File: config.mk
export PLATFORM = sky130hd
export DESIGN_NAME = pipe_hazard_ctrl
export DESIGN_NICKNAME = d
export VERILOG_FILES = /design/src/rtl/pipe_hazard_ctrl.sv
export SDC_FILE = /design/constraint.sdc
export NUM_CORES = 1
export LEC_CHECK = 0
export BUFFER_PORTS_ARGS = -buffer_cell sky130_fd_sc_hd__buf_2
export CORE_AREA = 2 2 103 105
export DETAILED_ROUTE_END_ITERATION = 10
export DIE_AREA = 0 0 105 107
export HOLD_SLACK_MARGIN = 0.1
export PLACE_DENSITY = 0.74
export SYNTH_ARGS = -nofsm -noshare
export SYNTH_HDL_FRONTEND = slang
export SYNTH_SLANG_ARGS = --single-unit
File: constraint.sdc
create_clock -name clk -period 2.2 [get_ports clk]
set_clock_uncertainty 0.15 [all_clocks]
set_input_delay 0.33 -clock clk [delete_from_list [all_inputs] [get_ports clk]]
set_output_delay 0.33 -clock clk [all_outputs]
set_load 0.05 [all_outputs]
File: src/rtl/pipe_hazard_ctrl.sv
// Hazard controller for the 5-stage core: EX forwarding, load-use stall, redirect flush,
// multi-cycle EX freeze and a saturating stall-cycle counter.
module pipe_hazard_ctrl #(
  parameter int unsigned DATA_W      = 32,
  parameter int unsigned RADDR_W     = 5,
  parameter int unsigned MC_LAT      = 4,
  parameter int unsigned STALL_CNT_W = 16
) (
  input  logic                   clk,
  input  logic                   reset,
  input  logic [RADDR_W-1:0]     id_rs,
  input  logic [RADDR_W-1:0]     id_rt,
  input  logic                   id_uses_rs,
  input  logic                   id_uses_rt,
  input  logic [RADDR_W-1:0]     ex_rs,
  input  logic [RADDR_W-1:0]     ex_rt,
  input  logic [DATA_W-1:0]      ex_rs_data,
  input  logic [DATA_W-1:0]      ex_rt_data,
  input  logic                   ex_memread,
  input  logic [RADDR_W-1:0]     ex_wreg,
  input  logic                   ex_mc_start,
  input  logic                   redirect,
  input  logic                   mem_regwrite,
  input  logic                   wb_regwrite,
  input  logic [RADDR_W-1:0]     mem_wreg,
  input  logic [RADDR_W-1:0]     wb_wreg,
  input  logic [DATA_W-1:0]      mem_result,
  input  logic [DATA_W-1:0]      wb_data,
  output logic [1:0]             fwd_a_sel,
  output logic [1:0]             fwd_b_sel,
  output logic [DATA_W-1:0]      fwd_a_data,
  output logic [DATA_W-1:0]      fwd_b_data,
  output logic                   pc_we,
  output logic                   ifid_we,
  output logic                   idex_we,
  output logic                   ifid_flush,
  output logic                   idex_bubble,
  output logic                   exmem_bubble,
  output logic                   mc_busy,
  output logic                   mc_done,
  output logic [STALL_CNT_W-1:0] stall_cnt
);

  localparam int unsigned CntW = $clog2(MC_LAT);
  localparam logic [CntW-1:0] McInit = CntW'(MC_LAT - 1);
  localparam logic [CntW-1:0] CntOne = CntW'(1);

  typedef enum logic [1:0] {
    StRun    = 2'b00,
    StMcWait = 2'b01
  } state_e;

  state_e                 state_q, state_d;
  logic [CntW-1:0]        mc_cnt_q, mc_cnt_d;
  logic [STALL_CNT_W-1:0] stall_cnt_q, stall_cnt_d;

  logic mem_hit_a, wb_hit_a, mem_hit_b, wb_hit_b;
  logic load_use;

  // Register 0 is hardwired, so a write to it must never be forwarded.
  assign mem_hit_a = mem_regwrite && (mem_wreg != '0) && (mem_wreg == ex_rs);
  assign wb_hit_a  = wb_regwrite  && (wb_wreg  != '0) && (wb_wreg  == ex_rs);
  assign mem_hit_b = mem_regwrite && (mem_wreg != '0) && (mem_wreg == ex_rt);
  assign wb_hit_b  = wb_regwrite  && (wb_wreg  != '0) && (wb_wreg  == ex_rt);

  always_comb begin
    fwd_a_sel  = 2'b00;
    fwd_a_data = ex_rs_data;
    if (mem_hit_a) begin
      fwd_a_sel  = 2'b10;
      fwd_a_data = mem_result;
    end else if (wb_hit_a) begin
      fwd_a_sel  = 2'b01;
      fwd_a_data = wb_data;
    end
  end

  always_comb begin
    fwd_b_sel  = 2'b00;
    fwd_b_data = ex_rt_data;
    if (mem_hit_b) begin
      fwd_b_sel  = 2'b10;
      fwd_b_data = mem_result;
    end else if (wb_hit_b) begin
      fwd_b_sel  = 2'b01;
      fwd_b_data = wb_data;
    end
  end

  assign load_use = ex_memread && (ex_wreg != '0) &&
                    ((id_uses_rs && (ex_wreg == id_rs)) || (id_uses_rt && (ex_wreg == id_rt)));

  always_comb begin
    state_d      = state_q;
    mc_cnt_d     = mc_cnt_q;
    pc_we        = 1'b1;
    ifid_we      = 1'b1;
    idex_we      = 1'b1;
    ifid_flush   = 1'b0;
    idex_bubble  = 1'b0;
    exmem_bubble = 1'b0;
    mc_busy      = 1'b0;
    mc_done      = 1'b0;
    unique case (state_q)
      StRun: begin
        if (redirect) begin
          ifid_flush  = 1'b1;
          idex_bubble = 1'b1;
        end else if (ex_mc_start) begin
          pc_we        = 1'b0;
          ifid_we      = 1'b0;
          idex_we      = 1'b0;
          exmem_bubble = 1'b1;
          mc_busy      = 1'b1;
          state_d      = StMcWait;
          mc_cnt_d     = McInit;
        end else if (load_use) begin
          pc_we       = 1'b0;
          ifid_we     = 1'b0;
          idex_bubble = 1'b1;
        end
      end
      StMcWait: begin
        mc_busy = 1'b1;
        if (mc_cnt_q > CntOne) begin
          pc_we        = 1'b0;
          ifid_we      = 1'b0;
          idex_we      = 1'b0;
          exmem_bubble = 1'b1;
          mc_cnt_d     = mc_cnt_q - CntOne;
        end else begin
          // Last occupancy cycle: the result leaves EX and the front end resumes.
          mc_done  = 1'b1;
          mc_cnt_d = '0;
          state_d  = StRun;
        end
      end
      default: begin
        state_d  = StRun;
        mc_cnt_d = '0;
      end
    endcase
  end

  always_comb begin
    stall_cnt_d = stall_cnt_q;
    if (!pc_we && (stall_cnt_q != '1)) begin
      stall_cnt_d = stall_cnt_q + STALL_CNT_W'(1);
    end
  end

  always_ff @(posedge clk or negedge reset) begin
    if (!reset) begin
      state_q     <= StRun;
      mc_cnt_q    <= '0;
      stall_cnt_q <= '0;
    end else begin
      state_q     <= state_d;
      mc_cnt_q    <= mc_cnt_d;
      stall_cnt_q <= stall_cnt_d;
    end
  end

  assign stall_cnt = stall_cnt_q;

endmodule
==> results.sh <==
export IMPL_syn_cell_area_um2=2720
export IMPL_n_fill_cell=783
export IMPL_setup_viol_count_final=68
export IMPL_path_class="primary input to output pin"
export IMPL_critPathMaxFanout=5
export IMPL_die_width_um=105
export IMPL_outcome="finished, violations left"
export IMPL_h_tree_depth=1
export IMPL_vias_per_cell=5.14
export IMPL_portBuffers=263
export IMPL_synth_area_leaders="mux2i_1 (24%), dfrtp_1 (17%), o21ai_1 (12%), nand2_1 (9.8%), xor2_1 (7.4%)"
export IMPL_dieHeight_um=107
export IMPL_initial_core_util=0.270
export IMPL_io_pins=264
export IMPL_finalHoldViolations=0
export IMPL_cts_sinks=19
export IMPL_setup_ws_ns=-0.369
export IMPL_critPathCaptureType="output pin"
export IMPL_gp_congestion=0.949
export IMPL_power_mw=3.17
export IMPL_leakage_nw=2.85
export IMPL_hpwlAfterDp_um=10500
export IMPL_p_int_mw=1.44
export IMPL_violations="negative setup slack"
export IMPL_clk_transition_reported_paths_ns=0.07
export IMPL_grt_use_total=0.236
export IMPL_finalCriticalPeriod_ns=2.57
export IMPL_worstHoldPathType="primary input to register"
export IMPL_ys_warn_count=0
export IMPL_seq_power_share=0.182
export IMPL_ant_nets=0
export IMPL_holdWs_ns=0.198
export IMPL_synth_seq_area_share=0.175
export IMPL_finish_instance_area_um2=6360
export IMPL_powerDensity_nw_per_um2=499
export IMPL_netlist_instances=359
export IMPL_grt_max_degree=39
export IMPL_cts_root_buf="clkbuf_8"
export IMPL_synth_cell_type_count=34
export IMPL_numCtsBuffers=3
export IMPL_fp_dieArea_um2=11200
export IMPL_grt_remaining_overflow=0
export IMPL_synth_top_area_share=0.235
export IMPL_cp_start_kind="primary input"
export IMPL_drc_errors=0
export IMPL_avgSynthCellArea_um2=7.59
export IMPL_antenna_found_initial=7
export IMPL_drive_gt1_frac=0.735
export IMPL_power_frac_comb=0.741
export IMPL_post_dp_cell_area_um2=4850
export IMPL_crit_top_cell="buf_6"
export IMPL_cts_tree="done"
export IMPL_netSwitchingPower_mw=1.74
export IMPL_synth_nets=532
export IMPL_slowest_delay_ns=0.53
export IMPL_drv_cap=0
export IMPL_first_global_vias=4278
export IMPL_firstDrtPassIters=4
export IMPL_arrival_ns=2.09
export IMPL_slew_violations=0
export IMPL_ir_drop_mv=0.734
export IMPL_worstSkewPairLatency_ns=0.26
export IMPL_worst_pin_slew_ns=0.418
export IMPL_synth_largest_area_cell="mux2i_1"
export IMPL_fmax_mhz=389
export IMPL_row_count=37
export IMPL_post_route_period_util=1.17
export IMPL_ys_seq_elements=19
export IMPL_core_area_um2=10100
export IMPL_switching_share=0.547
export IMPL_drt_total_wl_um=15700
export IMPL_rsz0062_at_grt="yes"
export IMPL_num_vias=4133
export IMPL_maxSlewHeadroom=0.721
export IMPL_path_cells="buf_6 > or4_4 > o21ai_4 > buf_6 > nor4_4 > buf_6 > buf_12 > clkbuf_16 > o21ai_2 > buf_6"
export IMPL_drt_iter0_drc=239
export IMPL_cts_buffer_depth=2
export IMPL_grt_pass1_wl_um=21500
export IMPL_pwr_share_clk=0.077
export IMPL_crit_required_ns=1.72
export IMPL_area_growth_syn_to_layout_pct=134
export IMPL_nNetsFinal=835
export IMPL_cp_slowest_cell="or4_4"
export IMPL_post_drt_wl_per_cell_um=19.6
path summary, 6_finish.rpt:
kind	slack, ns	from	end	depth (start not counted)
worst max-delay path	-0.37	mem_wreg[3]	fwd_a_data[2]	10
worst min-delay path	0.20	ex_mc_start	mc_cnt_q[1]	3
worst max register to register	0.13	stall_cnt[4]	stall_cnt[15]	7
worst min register to register	0.32	stall_cnt[5]	stall_cnt[5]	1
max in group asynchronous	1.19	reset	stall_cnt[3]	2
min in group asynchronous	0.39	reset	stall_cnt[6]	2
cell usage after synthesis (all sizes together):
cell type / instances
a21oi: 5
and3: 3
buf: 20
clkbuf: 6
dfrtp: 19
ha: 1
inv: 5
mux2: 1
mux2i: 64
nand2: 71
nand2b: 1
nand3: 11
nand4: 6
nor2: 6
nor2b: 2
nor3: 9
nor3b: 2
nor4: 8
nor4b: 1
o21ai: 69
o22ai: 1
or4: 3
xnor2: 22
xor2: 23
cell type report:
class | instances | area, um^2 | area share
diodes | 7 | 17.5 | 0.00275
clock buffers | 3 | 41.3 | 0.00649
clock inverters | 1 | 5.00 | 0.000786
inverters | 5 | 18.8 | 0.00295
multi-input cells | 309 | 3020 | 0.475
flip-flops and latches | 19 | 479 | 0.0753
well taps | 136 | 170 | 0.0267
repair buffers | 324 | 2610 | 0.410
cell usage in the layout, fill, tap and decap left out, types with 13 or more instances in the layout:
cell type  instances
buf_2            187
buf_6             75
nand2_1           41
o21ai_4           37
mux2i_1           31
mux2i_2           31
buf_4             31
o21ai_2           30
xor2_1            23
xnor2_1           17
dfrtp_1           16
nand2_4           15
nand2_2           15
buf_12            13
cell families (layout without fill, tap and decap cells):
logic type                 after synthesis  count (layout)  share of synthesized area
buffers and inverters                   31             333                     0.0634
AOI/OAI and AO/OA                       75              75                      0.144
and+or+nand+nor                        123             123                      0.228
other                                    0               7                          0
muxes                                   65              65                      0.241
DFF                                     19              19                      0.175
adders and majority gates                1               1                    0.00459
xor gates and xnor gates                45              45                      0.145
power by group through the flow:
stage	registers [mW]	clock network, mW	logic, mW
final	0.578	0.243	2.35
after global routing	0.599	0.259	2.46
after CTS	0.578	0.250	2.22
after detailed placement	0.585	0	2.01
after global placement	0.575	0	1.99
after floorplan	0.822	0	1.17
what timing repair did:
action                                  4_1_cts  5_1_grt
hold endpoints to repair                     19        0
endpoints found under the setup margin       71       73
buffers inserted                              7        6
hold buffers                                  1        0
gates cloned                                  4        6
resized for setup                           204       98
pin swaps                                    27       33
critical path, delay by kind of cell:
family          cells  cell delay [ns]
compound gates      2             0.33
buf+inv             6             0.85
simple gates        2             0.57
metal layers:
layer,track usage,part of all wire,wire (um),vias up
li1,-,-,-,1883
met1,0.272,0.36,5720,1964
met2,0.428,0.52,8150,229
met3,0.0571,0.078,1230,55
met4,0.0762,0.040,628,2
met5,0,0.0012,19,-
state kept, by name, summed over array words and instances, names as in the netlist:
signal / flops
mc_cnt_q: 2
stall_cnt: 16
state_q: 1
through the flow:
step / setup WS (ns) / utilization / setup TNS [ns] / instances
after floorplan: -0.238 / - / -12.77 / 359
after global placement: -0.425 / 0.480 / -22.66 / 771
after detailed placement: -0.457 / 0.480 / -24.47 / 771
after CTS: -0.286 / 0.572 / -14.60 / 787
after global routing: -0.395 / 0.630 / -22.21 / 803
final: -0.369 / 0.631 / -19.94 / 804
Note: power is estimated with default switching activity, not from simulation.
